--- src/rtl/inst_axi_rd_bridge_if.sv ---
// Signal bundle between the fetch stage, the instruction bridge and the AXI read channels.
// The master view belongs to the bridge; the slave view to the fetch stage plus AXI slave.
interface inst_axi_rd_bridge_if;
  logic        inst_sram_req;
  logic        inst_sram_wr;
  logic [1:0]  inst_sram_size;
  logic [3:0]  inst_sram_wstrb;
  logic [31:0] inst_sram_addr;
  logic [31:0] inst_sram_wdata;
  logic        inst_sram_addr_ok;
  logic        inst_sram_data_ok;
  logic [31:0] inst_sram_rdata;
  logic [3:0]  axi_arid;
  logic [3:0]  arid;
  logic [31:0] araddr;
  logic [7:0]  arlen;
  logic [2:0]  arsize;
  logic [1:0]  arburst;
  logic [1:0]  arlock;
  logic [3:0]  arcache;
  logic [2:0]  arprot;
  logic        arvalid;
  logic        arready;
  logic [3:0]  rid;
  logic [31:0] rdata;
  logic [1:0]  rresp;
  logic        rlast;
  logic        rvalid;
  logic        rready;

  modport master (
    input  inst_sram_req, inst_sram_wr, inst_sram_size, inst_sram_wstrb,
           inst_sram_addr, inst_sram_wdata,
           arready, rid, rdata, rresp, rlast, rvalid,
    output inst_sram_addr_ok, inst_sram_data_ok, inst_sram_rdata, axi_arid,
           arid, araddr, arlen, arsize, arburst, arlock, arcache, arprot,
           arvalid, rready
  );

  modport slave (
    output inst_sram_req, inst_sram_wr, inst_sram_size, inst_sram_wstrb,
           inst_sram_addr, inst_sram_wdata,
           arready, rid, rdata, rresp, rlast, rvalid,
    input  inst_sram_addr_ok, inst_sram_data_ok, inst_sram_rdata, axi_arid,
           arid, araddr, arlen, arsize, arburst, arlock, arcache, arprot,
           arvalid, rready
  );
endinterface

--- src/rtl/inst_axi_rd_bridge.sv ---
// Fetch-side SRAM-like port to AXI4 single-beat read bridge; in-order responses,
// at most MAX_OUT accepted-but-unanswered requests.
module inst_axi_rd_bridge #(
  parameter logic [3:0] ARID    = 4'd0,
  parameter int         MAX_OUT = 2
) (
  input  logic                  clk,
  input  logic                  resetn,
  inst_axi_rd_bridge_if.master  bus
);
  localparam logic [1:0] MAX_CNT = 2'(MAX_OUT);

  typedef enum logic {AR_IDLE = 1'b0, AR_SEND = 1'b1} ar_state_t;

  ar_state_t   state, state_nxt;
  logic [1:0]  out_cnt;
  logic [31:0] araddr_q;
  logic        data_ok_p1;
  logic [31:0] rdata_p1;
  logic        addr_ok;
  logic        ar_hs;
  logic        r_hs;
  logic        rready_c;
  logic        unused_inputs;

  // Writes, sizes, IDs, response codes and rlast carry no information for this bridge.
  assign unused_inputs = ^{bus.inst_sram_wr, bus.inst_sram_size, bus.inst_sram_wstrb,
                           bus.inst_sram_wdata, bus.rid, bus.rresp, bus.rlast};

  // Never accept while an AR is pending, so araddr stays stable until its handshake.
  assign addr_ok  = bus.inst_sram_req && (state == AR_IDLE) && (out_cnt < MAX_CNT);
  assign ar_hs    = (state == AR_SEND) && bus.arready;
  assign rready_c = (out_cnt != 2'd0);
  assign r_hs     = bus.rvalid && rready_c;

  always_ff @(posedge clk or negedge resetn) begin
    if (!resetn) state <= AR_IDLE;
    else         state <= state_nxt;
  end

  always_comb begin
    state_nxt = state;
    case (state)
      AR_IDLE: if (addr_ok) state_nxt = AR_SEND;
      AR_SEND: if (ar_hs)   state_nxt = AR_IDLE;
    endcase
  end

  always_ff @(posedge clk or negedge resetn) begin
    if (!resetn) begin
      araddr_q <= 32'd0;
      out_cnt  <= 2'd0;
    end else begin
      if (addr_ok) araddr_q <= bus.inst_sram_addr;
      case ({addr_ok, r_hs})
        2'b10:   out_cnt <= out_cnt + 2'd1;
        2'b01:   out_cnt <= out_cnt - 2'd1;
        default: out_cnt <= out_cnt;
      endcase
    end
  end

  // R capture stage: data_ok pulses the cycle after each R handshake.
  always_ff @(posedge clk or negedge resetn) begin
    if (!resetn) begin
      data_ok_p1 <= 1'b0;
      rdata_p1   <= 32'd0;
    end else begin
      data_ok_p1 <= r_hs;
      if (r_hs) rdata_p1 <= bus.rdata;
    end
  end

  assign bus.inst_sram_addr_ok = addr_ok;
  assign bus.inst_sram_data_ok = data_ok_p1;
  assign bus.inst_sram_rdata   = rdata_p1;
  assign bus.axi_arid          = ARID;
  assign bus.arid              = ARID;
  assign bus.araddr            = araddr_q;
  assign bus.arlen             = 8'd0;
  assign bus.arsize            = 3'b010;
  assign bus.arburst           = 2'b01;
  assign bus.arlock            = 2'b00;
  assign bus.arcache           = 4'd0;
  assign bus.arprot            = 3'd0;
  assign bus.arvalid           = (state == AR_SEND);
  assign bus.rready            = rready_c;

  // A response with nothing outstanding means the slave broke the protocol.
  a_no_orphan_r: assert property (@(posedge clk) disable iff (!resetn)
    !(bus.rvalid && (out_cnt == 2'd0)));
endmodule

--- src/flat_wrapper.sv ---
// flat-port wrapper written by rule: the top's interface ports become plain ports
module inst_axi_rd_bridge_flat 
#(
  parameter logic [3:0] ARID    = 4'd0,
  parameter int         MAX_OUT = 2
)
  (clk, resetn, bus_inst_sram_req, bus_inst_sram_wr, bus_inst_sram_size, bus_inst_sram_wstrb, bus_inst_sram_addr, bus_inst_sram_wdata, bus_arready, bus_rid, bus_rdata, bus_rresp, bus_rlast, bus_rvalid, bus_inst_sram_addr_ok, bus_inst_sram_data_ok, bus_inst_sram_rdata, bus_axi_arid, bus_arid, bus_araddr, bus_arlen, bus_arsize, bus_arburst, bus_arlock, bus_arcache, bus_arprot, bus_arvalid, bus_rready);
  inst_axi_rd_bridge_if bus_i ();
  input  logic clk;
  input  logic resetn;
  input wire logic [$bits(bus_i.inst_sram_req)-1:0] bus_inst_sram_req;
  input wire logic [$bits(bus_i.inst_sram_wr)-1:0] bus_inst_sram_wr;
  input wire logic [$bits(bus_i.inst_sram_size)-1:0] bus_inst_sram_size;
  input wire logic [$bits(bus_i.inst_sram_wstrb)-1:0] bus_inst_sram_wstrb;
  input wire logic [$bits(bus_i.inst_sram_addr)-1:0] bus_inst_sram_addr;
  input wire logic [$bits(bus_i.inst_sram_wdata)-1:0] bus_inst_sram_wdata;
  input wire logic [$bits(bus_i.arready)-1:0] bus_arready;
  input wire logic [$bits(bus_i.rid)-1:0] bus_rid;
  input wire logic [$bits(bus_i.rdata)-1:0] bus_rdata;
  input wire logic [$bits(bus_i.rresp)-1:0] bus_rresp;
  input wire logic [$bits(bus_i.rlast)-1:0] bus_rlast;
  input wire logic [$bits(bus_i.rvalid)-1:0] bus_rvalid;
  output wire logic [$bits(bus_i.inst_sram_addr_ok)-1:0] bus_inst_sram_addr_ok;
  output wire logic [$bits(bus_i.inst_sram_data_ok)-1:0] bus_inst_sram_data_ok;
  output wire logic [$bits(bus_i.inst_sram_rdata)-1:0] bus_inst_sram_rdata;
  output wire logic [$bits(bus_i.axi_arid)-1:0] bus_axi_arid;
  output wire logic [$bits(bus_i.arid)-1:0] bus_arid;
  output wire logic [$bits(bus_i.araddr)-1:0] bus_araddr;
  output wire logic [$bits(bus_i.arlen)-1:0] bus_arlen;
  output wire logic [$bits(bus_i.arsize)-1:0] bus_arsize;
  output wire logic [$bits(bus_i.arburst)-1:0] bus_arburst;
  output wire logic [$bits(bus_i.arlock)-1:0] bus_arlock;
  output wire logic [$bits(bus_i.arcache)-1:0] bus_arcache;
  output wire logic [$bits(bus_i.arprot)-1:0] bus_arprot;
  output wire logic [$bits(bus_i.arvalid)-1:0] bus_arvalid;
  output wire logic [$bits(bus_i.rready)-1:0] bus_rready;
  assign bus_i.inst_sram_req = bus_inst_sram_req;
  assign bus_i.inst_sram_wr = bus_inst_sram_wr;
  assign bus_i.inst_sram_size = bus_inst_sram_size;
  assign bus_i.inst_sram_wstrb = bus_inst_sram_wstrb;
  assign bus_i.inst_sram_addr = bus_inst_sram_addr;
  assign bus_i.inst_sram_wdata = bus_inst_sram_wdata;
  assign bus_i.arready = bus_arready;
  assign bus_i.rid = bus_rid;
  assign bus_i.rdata = bus_rdata;
  assign bus_i.rresp = bus_rresp;
  assign bus_i.rlast = bus_rlast;
  assign bus_i.rvalid = bus_rvalid;
  assign bus_inst_sram_addr_ok = bus_i.inst_sram_addr_ok;
  assign bus_inst_sram_data_ok = bus_i.inst_sram_data_ok;
  assign bus_inst_sram_rdata = bus_i.inst_sram_rdata;
  assign bus_axi_arid = bus_i.axi_arid;
  assign bus_arid = bus_i.arid;
  assign bus_araddr = bus_i.araddr;
  assign bus_arlen = bus_i.arlen;
  assign bus_arsize = bus_i.arsize;
  assign bus_arburst = bus_i.arburst;
  assign bus_arlock = bus_i.arlock;
  assign bus_arcache = bus_i.arcache;
  assign bus_arprot = bus_i.arprot;
  assign bus_arvalid = bus_i.arvalid;
  assign bus_rready = bus_i.rready;
  inst_axi_rd_bridge #(.ARID(ARID), .MAX_OUT(MAX_OUT)) u_core (.clk(clk), .resetn(resetn), .bus(bus_i));
endmodule
--- config.mk ---
export PLATFORM = sky130hd
export DESIGN_NAME = inst_axi_rd_bridge_flat
export DESIGN_NICKNAME = d
export VERILOG_FILES = /design/src/rtl/inst_axi_rd_bridge_if.sv /design/src/rtl/inst_axi_rd_bridge.sv /design/src/flat_wrapper.sv
export SDC_FILE = /design/constraint.sdc
export NUM_CORES = 1
export LEC_CHECK = 0
export ABC_CLOCK_PERIOD_IN_PS = 1440
export CORE_AREA = 2 2 101 103
export DETAILED_ROUTE_END_ITERATION = 12
export DIE_AREA = 0 0 103 105
export PLACE_DENSITY = 0.75
export SLEW_MARGIN = 10
export SYNTH_ARGS = -nofsm -noshare
export SYNTH_HDL_FRONTEND = slang
export SYNTH_SLANG_ARGS = --single-unit
--- constraint.sdc ---
create_clock -name clk -period 1.44 [get_ports clk]
set_input_delay 0.216 -clock clk [delete_from_list [all_inputs] [get_ports clk]]
set_output_delay 0.216 -clock clk [all_outputs]
set_load 0.02 [all_outputs]
# After elaboration in Yosys (flattened, before gate mapping)
# Cells that the tools add are included.
[op_classes]
n_addsub = 2
mul = 0
n_div = 0
order_cmp = 1
n_eq_ne = 2
n_shift = 0
mux = 4
n_bitwise = 1
n_reduce_logical = 6
[op_table]
columns = ["cell", "n"]
rows = [
  ["logical AND 1 bit", 4],
  ["one-hot mux 2 bit (2 select lines)", 1],
  ["nonzero test 2 bit", 2],
  ["adder 2 x 1 -> 2 bit (second input constant)", 1],
  ["== test 2 x 1 -> 1 bit (second input constant)", 1],
  ["== test 2 bit (second input constant)", 1],
  ["< comparator 2 bit (second input constant)", 1],
  ["two-way mux 1 bit", 2],
  ["one-hot mux 1 bit (2 select lines)", 1],
  ["subtractor 2 x 1 -> 2 bit (second input constant)", 1],
  ["NOT 1 bit", 1],
]
[totals]
reg_bits = 68
latchBits = 0
mem_bits_rw = 0
mem_bits_ro = 0
inputBits = 115
output_inout_bits = 98
word_cells = 21
memories = 0

# Depth between registers and ports, before layout
# Gate-level depths: netlist of the first run.
[depth]
word_depth = 5
mapped_depth = 8
ltp_nobuf = 7

# Worst setup path before layout of the first run
# OpenSTA, ideal clock, no wires.
[synth_path]
path_type = "register -> register"
from = "reg u_core.out_cnt[0]"
to = "reg u_core.out_cnt[1]"
setup_time_ns = 0.079
arrival_time_ns = 1.554
t_required_ns = 1.361
slack_ns = -0.193
stages_incl_launch_ff = 8
synth_period_minus_slack_ns = 1.633
cell_sequence = "dfrtp_1 -> or2_4 -> nand2_8 -> buf_12 -> inv_1 -> ha_1 -> nor2_1 -> xor2_1"
[synth_via]
elab_chain_len = 4
[synth_lines]
columns = ["item", "line", "rtl"]
rows = [
  ["start: declaration", "inst_axi_rd_bridge.sv:16", "logic [1:0] out_cnt;"],
  ["start signal: assignment", "inst_axi_rd_bridge.sv:56", "2'b10: out_cnt <= out_cnt + 2'd1;"],
  ["start signal: assignment", "inst_axi_rd_bridge.sv:57", "2'b01: out_cnt <= out_cnt - 2'd1;"],
  ["start signal: assignment", "inst_axi_rd_bridge.sv:58", "default: out_cnt <= out_cnt;"],
  ["nonzero test 2 bit (*)", "inst_axi_rd_bridge.sv:33", "assign rready_c = (out_cnt != 2'd0);"],
  ["net bus_rready", "flat_wrapper.sv:36", "output wire logic [$bits(bus_i.rready)-1:0] bus_rready;"],
  ["logical AND 1 bit (*)", "inst_axi_rd_bridge.sv:34", "assign r_hs = bus.rvalid && rready_c;"],
  ["net u_core.r_hs", "inst_axi_rd_bridge.sv:22", "logic r_hs;"],
  ["== test 2 x 1 -> 1 bit / == test 2 bit (equally long branches)", "inst_axi_rd_bridge.sv:55", "case ({addr_ok, r_hs})"],
  ["one-hot mux 2 bit (2 select lines) / nonzero test 2 bit (equally long branches)", "-", ""],
]
# Mark *: on every way through the listed nets, which the timed path passes. The rest lies on a longest branch.
# A chain may end at the register's enable or synchronous reset.

# Worst setup path in the final report of the first run
[layout_path]
from = "reg u_core.out_cnt[1]"
to = "reg u_core.rdata_p1[9] (netlist: u_core.bus.inst_sram_rdata[9])"
[layout_via]
elab_chain_len = 2
[layout_lines]
columns = ["item", "line", "rtl"]
rows = [
  ["nonzero test 2 bit", "inst_axi_rd_bridge.sv:33", ""],
  ["logical AND 1 bit", "inst_axi_rd_bridge.sv:34", ""],
  ["end signal: assignment", "inst_axi_rd_bridge.sv:70", "if (r_hs) rdata_p1 <= bus.rdata;"],
  ["end: declaration", "inst_axi_rd_bridge.sv:19", "logic [31:0] rdata_p1;"],
]
# No other way between the ends.

==> summary.md, run 1 <==
| Metric | Value |
|---|---|
| Status | `finished with violations` |
| Failing checks | `negative setup slack` |
| Worst r2r src | `u_core.out_cnt[1]$_DFFE_PN0P_` |
| Synth warn | `0` |
| Number of synthesized flops with an enable pin | `0` |
| Mapped Area | `2960 µm²` |
| Cell taking the most area after synthesis | `dfrtp_1` |
| Grt peak-use layer | `met2` |
| Met2 usage | `19.2%` |
| Fin crit period | `1.55 ns` |
| Leak | `2.16 nW` |
| VDD IR max | `930 µV` |
| Clk buf depth | `2` |
| # setup viols final | `32` |
| Port bufs | `136` |
| Final instance count without filler cells | `473` |
| Antenna-violating nets left | `0` |
| GPL Wtd Cong | `0.686` |
| Pin count of the biggest net entering global routing | `69` |
| Initial antenna violation count | `1` |
| Most common cell in the synthesized netlist | `dfrtp_1` |
| Die Ht | `105 µm` |
| HP Class | `in -> async` |
| Drt drc | `0` |
| Post-synthesis sequential area ratio | `57.6%` |
| Critical Path Source Type | `flop` |
| Synth cell types | `18` |
| Max FO, Critical Path | `12` |
| Top cell type's share of synthesized area | `57.6%` |
| Fin crit share | `108%` |
| Vias | `1878` |
| CTS Sinks | `68` |
| Top_reg_cell synth | `dfrtp_1` |
| Placed Cells | `454` |
| Rows | `36` |
| Vias/cell | `3.97` |
| Crit. End Element | `flop` |
| Die footprint | `10800 µm²` |
| Ys async rst share | `100%` |
| Worst Setup SP | `u_core.out_cnt[1]$_DFFE_PN0P_` |
| Share of layout cells above drive strength 1 | `28.5%` |
| GRT Overall Usage | `11.5%` |
| PnR worst setup slack | `-0.108 ns` |
| Leading post-synthesis cells by cell area | `dfrtp_1 58%, mux2_4 15%, mux2_2 11%` |
| Avg Cell Area, Syn | `16.1 µm²` |
| Hpwl dp | `4550 µm` |
| Vias in the first global route | `2044` |
| R2R setup slack | `-0.11 ns` |
| RSZ-0062 raised after global routing | `yes` |
| #FFs+latches synth | `68` |
| CTS clk-pin slew, worst paths | `0.08 ns` |
| First-pass GRT wire length | `9600 µm` |
| Nets | `451` |
| Reg-to-Reg End | `u_core.bus.inst_sram_rdata[9]$_DFFE_PN0P_` |
| Crit Path Class | `reg -> reg` |
| Total wire length | `6150 µm` |
| Setup TNS | `-1.55 ns` |
| CTS tree | `yes` |
| Cells on worst reg2reg path | `6` |
| Maxcap violations | `0` |
| I/O pin cnt | `213` |
| Drt first pass iters | `4` |
| Global Route met3 Usage | `4.28%` |
| Clk_skew | `0.00698 ns` |
| Starting Density | `30.7%` |
| CTS Root Cell | `clkbuf_8` |
| Initial drt markers | `17` |
| Critical Path End | `u_core.bus.inst_sram_rdata[9]$_DFFE_PN0P_` |
| Commonest cells post-synth | `68 x dfrtp_1, 30 x buf_4, 30 x mux2_2` |
| Power Total | `9.63 mW` |
| Die Wd | `103 µm` |
| H-tree Lvls | `3` |
| Pins Over Slew Limit | `0` |
| Antenna diodes | `0` |
| GRT overflow | `0` |
| Arr. time, crit path | `1.76 ns` |
| Max Clock Freq | `646 MHz` |
| Core ar. | `9640 µm²` |
| P&R area growth vs syn | `54.6%` |
| Later-pin clock latency in the skew report | `0.33 ns` |
| M1 GR Usage | `12.9%` |
| CTS Buf Count | `9` |
| Critical path required time | `1.65 ns` |
| Syn Inst Count | `183` |
| PwrDens | `2110 nW/µm²` |
| Avg WL per Cell | `13.0 µm` |
| Final Hold Viols | `0` |
## state kept, by name, indices dropped and copies added (netlist names)
register	count
u_core.out_cnt	2
u_core.bus.arvalid	1
u_core.bus.araddr	32
u_core.bus.inst_sram_rdata	32
u_core.bus.inst_sram_data_ok	1
## layout by cell type (no fill, tap or decap)
master           netlist  routed
buf_12                 3       4
clkinv_4               0       1
inv_2                  1       1
bufinv_16              0       1
clkdlybuf4s50_1        0      67
conb_1                 2      30
o21ai_0                1       1
nand2_2                1       1
dfrtp_1               68      68
nor2_1                 2       2
buf_2                  0       1
ha_4                   0       1
nand2_8                1       1
inv_6                  0       1
mux2_1                 5       5
or2_4                  1       1
clkbuf_8               0      10
xnor2_1                2       1
dlygate4sd2_1          0      66
clkinvlp_4             0       2
dlygate4sd3_1          0       1
xnor2_2                0       1
clkinv_2               0       2
xor2_1                 1       1
inv_1                  2       1
buf_6                  3       1
mux2_2                30      27
mux2_4                29      32
buf_4                 30       9
## layout make-up
| cell class | instances | area (µm²) |
|---|---|---|
| fill | 908 | 5070 |
| sequential | 68 | 1700 |
| timing repair buffer | 149 | 1420 |
| multi-input combinational | 104 | 1060 |
| tap | 133 | 166 |
| clock buffer | 10 | 138 |
| clock inverter | 6 | 63.8 |
| inverter | 3 | 16.3 |
## report_power, final
group / total (mW) / internal (mW) / leakage, nW / switching (mW)
logic: 4.80 / 2.44 / 1.26 / 2.36
clock network: 1.57 / 0.843 / 0.0983 / 0.729
registers: 3.26 / 2.84 / 0.800 / 0.428
total: 9.63 / 6.12 / 2.16 / 3.52
## per-layer routing
layer | share of wire [%] | vias to the layer above
met5 | 0 | -
met4 | 1.5 | 0
met3 | 10 | 11
met2 | 48 | 103
met1 | 40 | 905
li1 | - | 859
## worst min path at each step
stage	startpoint	end	slack, ns	cells past startpoint
floorplan	resetn	u_core.bus.araddr[0]$_DFFE_PN0P_	-0.08	0
global placement	resetn	u_core.bus.inst_sram_rdata[23]$_DFFE_PN0P_	0.27	2
detailed placement	resetn	u_core.bus.inst_sram_rdata[23]$_DFFE_PN0P_	0.27	2
CTS	resetn	u_core.bus.inst_sram_rdata[23]$_DFFE_PN0P_	0.42	3
global route	bus_arready	u_core.bus.arvalid$_DFF_PN0_	0.44	2
finish	resetn	u_core.bus.inst_sram_rdata[23]$_DFFE_PN0P_	0.42	3
## per-stage QoR
stage	hold WS [ns]	cell area [µm²]	worst slack, ns	util (%)
3_5_place_dp	0.272	4390	-0.234	45.6
4_1_cts	0.422	4550	-0.141	47.2
2_1_floorplan	-0.0796	3080	-0.139	-
3_3_place_gp	0.266	4390	-0.214	45.6
5_1_grt	0.441	4570	-0.174	47.4
6_report	0.418	4570	-0.108	47.4
## worst max-delay path: stages, from the launching register on
cell and delay, ns:
dfrtp_1 0.39, buf_6 0.12, or2_4 0.25, nand2_8 0.09
buf_4 0.12, buf_12 0.14, mux2_4 0.31
## logic make-up (layout without fill, tap and decap cells)
| family | Yosys count | count (layout) | share of synthesized area (%) |
|---|---|---|---|
| other | 2 | 30 | 0.254 |
| and+or+nand+nor | 5 | 5 | 1.44 |
| AOI/OAI and AO/OA | 1 | 1 | 0.169 |
| buffers and inverters | 39 | 168 | 11.2 |
| adders and majority gates | 1 | 1 | 0.423 |
| muxes | 64 | 64 | 28.1 |
| DFF | 68 | 68 | 57.6 |
| xor gates and xnor gates | 3 | 3 | 0.889 |
## what timing repair did
item,4_1_cts,5_1_grt
endpoints found under the setup margin,92,58
pin swaps,2,3
hold endpoints to repair,68,0
resized for setup,75,10
hold buffers,1,0
buffers inserted,2,1
No activity file was read; power rests on OpenSTA's default activity.
==> run 2: changes to the inputs <==
- PLACE_DENSITY: 0.75 -> not set
- PLACE_DENSITY_LB_ADDON: not set -> 0.08
==> summary.md, run 2 (synthesis results as in run 1) <==
| Metric | Value |
|---|---|
| Status | `finished with violations` |
| Failing checks | `negative setup slack` |
| Crit. End Element | `flop` |
| Fin area | `4660 µm² (+2.1%)` |
| Critical Path Source Type | `flop` |
| H-tree Lvls | `3 (unchanged)` |
| CTS Sinks | `68 (unchanged)` |
| Crit Path Class | `reg -> reg` |
| Initial antenna violation count | `0 (-1)` |
| Fin crit share | `106% (-1.7 points)` |
| I/O pin cnt | `213 (unchanged)` |
| Max Clock Freq | `657 MHz (+1.7%)` |
| Starting Density | `30.7% (unchanged)` |
| PnR worst setup slack | `-0.0832 ns (+0.0252 ns)` |
| Antenna-violating nets left | `0 (unchanged)` |
| WP buf/inv | `3 (unchanged)` |
| GRT Overall Usage | `11.7% (+0.15 points)` |
| Core ar. | `9640 µm² (unchanged)` |
| Hpwl dp | `4350 µm (-4.4%)` |
| RSZ-0062 raised after global routing | `yes` |
| Clk_skew | `0.0133 ns (+0.00633 ns)` |
| Die footprint | `10800 µm² (unchanged)` |
| Critical path required time | `1.66 ns (about the same)` |
| Vias | `1872 (-0.32%)` |
| Port bufs | `136 (unchanged)` |
| Cell family with most CP delay | `flip-flops` |
| Share of layout cells above drive strength 1 | `28.4% (-0.084 points)` |
| GRT overflow | `0 (unchanged)` |
| Pin count of the biggest net entering global routing | `69 (unchanged)` |
| Worst path cell trace | `buf_6 > or2_4 > nand2_8 > buf_12 > clkbuf_16 > mux2_4` |
| VDD IR max | `824 µV (-11%)` |
| Drt first pass iters | `2 (-2)` |
| Total wire length | `6240 µm (+1.5%)` |
| Maxcap violations | `0 (unchanged)` |
| HP Class | `in -> async` |
| CTS Root Cell | `clkbuf_8` |
| CTS Buf Count | `9 (unchanged)` |
| Antenna diodes | `0 (unchanged)` |
| Max FO, Critical Path | `6 (-6)` |
| Final Hold Viols | `0 (unchanged)` |
| Power Total | `10.2 mW (+5.7%)` |
| Arr. time, crit path | `1.75 ns (about the same)` |
| Die Ht | `105 µm (unchanged)` |
| Cell Area, Placed | `4390 µm² (about the same)` |
| Vias/cell | `3.95 (-0.53%)` |
| CTS clk-pin slew, worst paths | `0.08 ns (about the same)` |
| Commonest cells after routing, fill and taps aside | `68 x dfrtp_1, 67 x clkdlybuf4s50_1, 66 x dlygate4sd2_1` |
| Later-pin clock latency in the skew report | `0.34 ns (about the same)` |
| Nets | `452 (+0.22%)` |
| Pins Over Slew Limit | `0 (unchanged)` |
| Clk buf depth | `2 (unchanged)` |
| CP max-delay cell | `dfrtp_1` |
| # setup viols final | `34 (+6.3%)` |
| Leak | `2.21 nW (+2.2%)` |
| Setup TNS | `-1.36 ns (+0.189 ns)` |
| Avg WL per Cell | `13.2 µm (+1.3%)` |
| CTS tree | `yes` |
| Vias in the first global route | `1946 (-4.8%)` |
| P&R area growth vs syn | `57.8%` |
| CP max stage delay | `0.40 ns (about the same)` |
| Rows | `36 (unchanged)` |
| Filler Cell Count | `934 (+2.9%)` |
| Die Wd | `103 µm (unchanged)` |
| GPL Wtd Cong | `0.632 (-7.9%)` |
| Drt drc | `0 (unchanged)` |
| PwrDens | `2180 nW/µm² (+3.5%)` |
| Multi-input gate area in the final layout | `1060 µm² (unchanged)` |
| Fin crit period | `1.52 ns (-0.0252 ns)` |
| First-pass GRT wire length | `9650 µm (+0.51%)` |
| Commonest non-fill, non-tap cell in the layout | `dfrtp_1` |
| Reg area | `1700 µm² (unchanged)` |
| Initial drt markers | `32 (+15)` |
==> run 2: timing repair <==
action / in CTS / in global routing
pin swaps: 3 / 0
setup buffers: 1 / 2
gates resized for setup: 78 / 5
endpoints found under the setup margin: 91 / 57
hold endpoints to repair: 68 / 0
gates cloned: 0 / 1
hold buffers: 1 / 0
==> run 2: per-layer routing <==
layer | wire, µm | track usage, % | up-vias
met1 | 2760 | 15.4 | 902
met5 | 0 | 0 | -
li1 | - | - | 865
met2 | 2760 | 16.9 | 97
met3 | 637 | 4.08 | 8
met4 | 84 | 5.64 | 0
==> run 2: cell type report <==
cell class,count,share of cell area (%)
clock buffer,10,2.74
sequential,68,36.5
timing repair buffer,150,31.3
inverter,3,0.295
clock inverter,6,2.92
multi-input combinational,104,22.7
tap,133,3.57
==> run 2: metrics by stage <==
step,setup slack [ns],hold slack (ns),instances,util (%)
after global routing,-0.153,0.465,474,48.4
after CTS,-0.144,0.438,472,47.9
final,-0.0832,0.401,474,48.4
after detailed placement,-0.229,0.259,454,45.6
after floorplan,-0.139,-0.0796,211,-
after global placement,-0.218,0.262,454,45.6
==> run 2: tightest hold or removal path: stages <==
cell           delay [ns]
dlygate4sd3_1        0.52
buf_4                0.11
buf_12               0.28
==> run 2: power by group <==
group          leakage (nW)  internal (mW)  total [mW]  switching [mW]
combinational          1.28           2.48        4.84            2.37
sequential            0.800           2.84        3.26           0.425
clock                 0.127           1.33        2.07           0.744
total                  2.21           6.65        10.2            3.53
==> run 2: path summary, 6_finish.rpt <==
path / startpoint / end / slack, ns / cells past startpoint
max: u_core.out_cnt[1]$_DFFE_PN0P_ / u_core.bus.inst_sram_rdata[2]$_DFFE_PN0P_ / -0.08 / 6
min reg2reg: u_core.bus.araddr[17]$_DFFE_PN0P_ / u_core.bus.araddr[17]$_DFFE_PN0P_ / 0.48 / 1
max reg2reg: u_core.out_cnt[1]$_DFFE_PN0P_ / u_core.bus.inst_sram_rdata[2]$_DFFE_PN0P_ / -0.08 / 6
min: resetn / u_core.bus.araddr[16]$_DFFE_PN0P_ / 0.40 / 3
min in group clk: bus_inst_sram_addr[4] / u_core.bus.araddr[4]$_DFFE_PN0P_ / 0.48 / 2
max in group asynchronous: resetn / u_core.bus.araddr[21]$_DFFE_PN0P_ / 0.70 / 3
==> run 3: changes to the inputs <==
- ABC_CLOCK_PERIOD_IN_PS: 1440 -> 1980
- CORE_AREA: 2 2 101 103 -> 2 2 93 95
- DIE_AREA: 0 0 103 105 -> 0 0 95 97
- clock period: 1.44 -> 1.98 ns (I/O delays scaled with it)
==> summary.md, run 3 (synthesis results as in run 1) <==
| Metric | Value |
|---|---|
| Status | `finished clean` |
| Fin area | `4540 µm² (-2.6%)` |
| Fin crit share | `95.3%` |
| Max FO, Critical Path | `3 (-3)` |
| Die Wd | `95 µm (-7.8%)` |
| # setup viols final | `0 (-100%)` |
| PwrDens | `1660 nW/µm² (-24%)` |
| Net Sw Power | `2.52 mW (-29%)` |
| GRT Overall Usage | `13.4% (+1.8 points)` |
| Port bufs | `136 (unchanged)` |
| Initial antenna violation count | `0 (unchanged)` |
| Vias | `1822 (-2.7%)` |
| Antenna diodes | `0 (unchanged)` |
| Placed Cells | `420 (-7.5%)` |
| Sequential power share | `31.9% (about the same)` |
| Starting Density | `36.3% (+5.7 points)` |
| I/O pin cnt | `213 (unchanged)` |
| Comb pwr share | `49.7% (+2.1 points)` |
| Rows | `33 (-8.3%)` |
| P&R area growth vs syn | `53.7%` |
| Power Total | `7.53 mW (-26%)` |
| Final Hold Viols | `0 (unchanged)` |
| Share of layout cells above drive strength 1 | `25.3% (-3.1 points)` |
| GPL Wtd Cong | `0.663 (+4.9%)` |
| Leak | `2.02 nW (-8.4%)` |
| Setup TNS | `0 ns (+1.36 ns)` |
| Filler Cell Count | `683 (-27%)` |
| Crit. End Element | `output port` |
| Clk_skew | `0.00761 ns (-0.00570 ns)` |
| VDD IR max | `815 µV (-1.2%)` |
| Arr. time, crit path | `1.59 ns (-0.16 ns)` |
| Final instance count without filler cells | `437 (-7.8%)` |
| Internal | `5.02 mW (-25%)` |
| Vias/cell | `4.17 (+5.6%)` |
| CP max-delay cell | `clkdlybuf4s50_1` |
| CTS clk-pin slew, worst paths | `0.07 ns (about the same)` |
| Later-pin clock latency in the skew report | `0.34 ns (about the same)` |
| Commonest cells after routing, fill and taps aside | `134 x clkdlybuf4s50_1, 68 x dfrtp_1, 30 x mux2_2, 30 x conb_1, 29 x mux2_4` |
| Nets | `443 (-2.0%)` |
| Pin count of the biggest net entering global routing | `69 (unchanged)` |
| Clock power share | `18.4% (-2.0 points)` |
| GRT overflow | `0 (unchanged)` |
| Commonest non-fill, non-tap cell in the layout | `clkdlybuf4s50_1` |
| CTS Buf Count | `9 (unchanged)` |
| Pins Over Slew Limit | `0 (unchanged)` |
| Sw frac | `33.4% (-1.3 points)` |
| CTS Sinks | `68 (unchanged)` |
| Cell Area, Placed | `4280 µm² (-2.5%)` |
| First-pass GRT wire length | `9400 µm (-2.6%)` |
| Die footprint | `9220 µm² (-15%)` |
| Drt drc | `0 (unchanged)` |
| Critical Path Source Type | `flop` |
| Fin crit period | `1.89 ns` |
| Total wire length | `5980 µm (-4.1%)` |
| Avg WL per Cell | `13.7 µm (+4.0%)` |
| Die Ht | `97 µm (-7.6%)` |
| Max Clock Freq | `530 MHz` |
| WP buf/inv | `1 (-2)` |
| Cell family with most CP delay | `buffers and inverters` |
| Critical path required time | `1.68 ns (+0.02 ns)` |
| HP Class | `reg -> reg` |
| RSZ-0062 raised after global routing | `no` |
| Maxcap violations | `0 (unchanged)` |
| H-tree Lvls | `3 (unchanged)` |
| Core ar. | `8130 µm² (-16%)` |
| Worst path cell trace | `or2_4 > clkdlybuf4s50_1` |
| CTS tree | `yes` |
| Clk buf depth | `2 (unchanged)` |
| Antenna-violating nets left | `0 (unchanged)` |
| Vias in the first global route | `1798 (-7.6%)` |
| CP max stage delay | `0.55 ns (+0.15 ns)` |
| Crit Path Class | `reg -> out` |
| Drt first pass iters | `3 (+1)` |
| CTS Root Cell | `clkbuf_8` |
| Initial drt markers | `43 (+34%)` |
| Hpwl dp | `4420 µm (+1.7%)` |
## run 3: cell count changes in the layout (fill, tap and decap cells not counted), sizes merged
cell / delta
clkinv: +1
bufinv: -1
dlygate4sd2: -65
clkbuf: -2
buf: -9
clkdlybuf4s50: +67
## run 3: worst paths after layout
kind	start	to	slack, ns	cells past startpoint
setup / recovery	u_core.out_cnt[0]$_DFFE_PN0P_	bus_rready	0.09	2
hold / removal	u_core.bus.araddr[14]$_DFFE_PN0P_	u_core.bus.araddr[14]$_DFFE_PN0P_	0.49	1
setup reg to reg	u_core.out_cnt[0]$_DFFE_PN0P_	u_core.out_cnt[1]$_DFFE_PN0P_	0.37	6
hold reg to reg	u_core.bus.araddr[14]$_DFFE_PN0P_	u_core.bus.araddr[14]$_DFFE_PN0P_	0.49	1
max in group asynchronous	resetn	u_core.out_cnt[1]$_DFFE_PN0P_	1.18	3
min in group asynchronous	resetn	u_core.bus.araddr[4]$_DFFE_PN0P_	0.51	3
## run 3: power by group through the flow
stage,registers [mW],clock network (mW),logic [mW]
2_1_floorplan,3.24,0,1.37
3_3_place_gp,2.41,0,3.77
3_5_place_dp,2.42,0,3.80
4_1_cts,2.41,1.44,3.80
5_1_grt,2.50,1.50,3.95
6_report,2.41,1.39,3.74
## run 3: final cells by class
cell class	instances	area, µm²	area share, %
Clock buffer	10	138	3.03
Sequential cell	68	1700	37.5
Tap cell	105	131	2.89
Inverter	3	11.3	0.248
Multi-Input combinational cell	104	1030	22.6
Clock inverter	6	111	2.45
Timing Repair Buffer	141	1420	31.3
## run 3: timing repair
action	CTS	global route
endpoints found under the hold margin	68	0
setup buffers	0	0
resized for setup	1	0
hold buffers	1	0
endpoints found under the setup margin	1	0
## run 3: stage by stage
stage / util (%) / setup slack [ns] / hold slack [ns]
6_report: 55.8 / 0.0936 / 0.488
5_1_grt: 55.8 / 0.0282 / 0.514
4_1_cts: 55.8 / 0.0620 / 0.494
3_5_place_dp: 52.7 / 0.153 / 0.352
3_3_place_gp: 52.7 / 0.154 / 0.355
2_1_floorplan: - / 0.347 / 0.00141
## run 3: layer usage
metal / up-vias / routed length, µm / part of all wire (%) / global-route usage [%]
met5: - / 0 / 0 / 0
met4: 0 / 110 / 1.8 / 6.02
met3: 10 / 524 / 8.8 / 4.36
met2: 91 / 2830 / 47 / 20.7
met1: 874 / 2520 / 42 / 17.0
li1: 847 / - / - / -
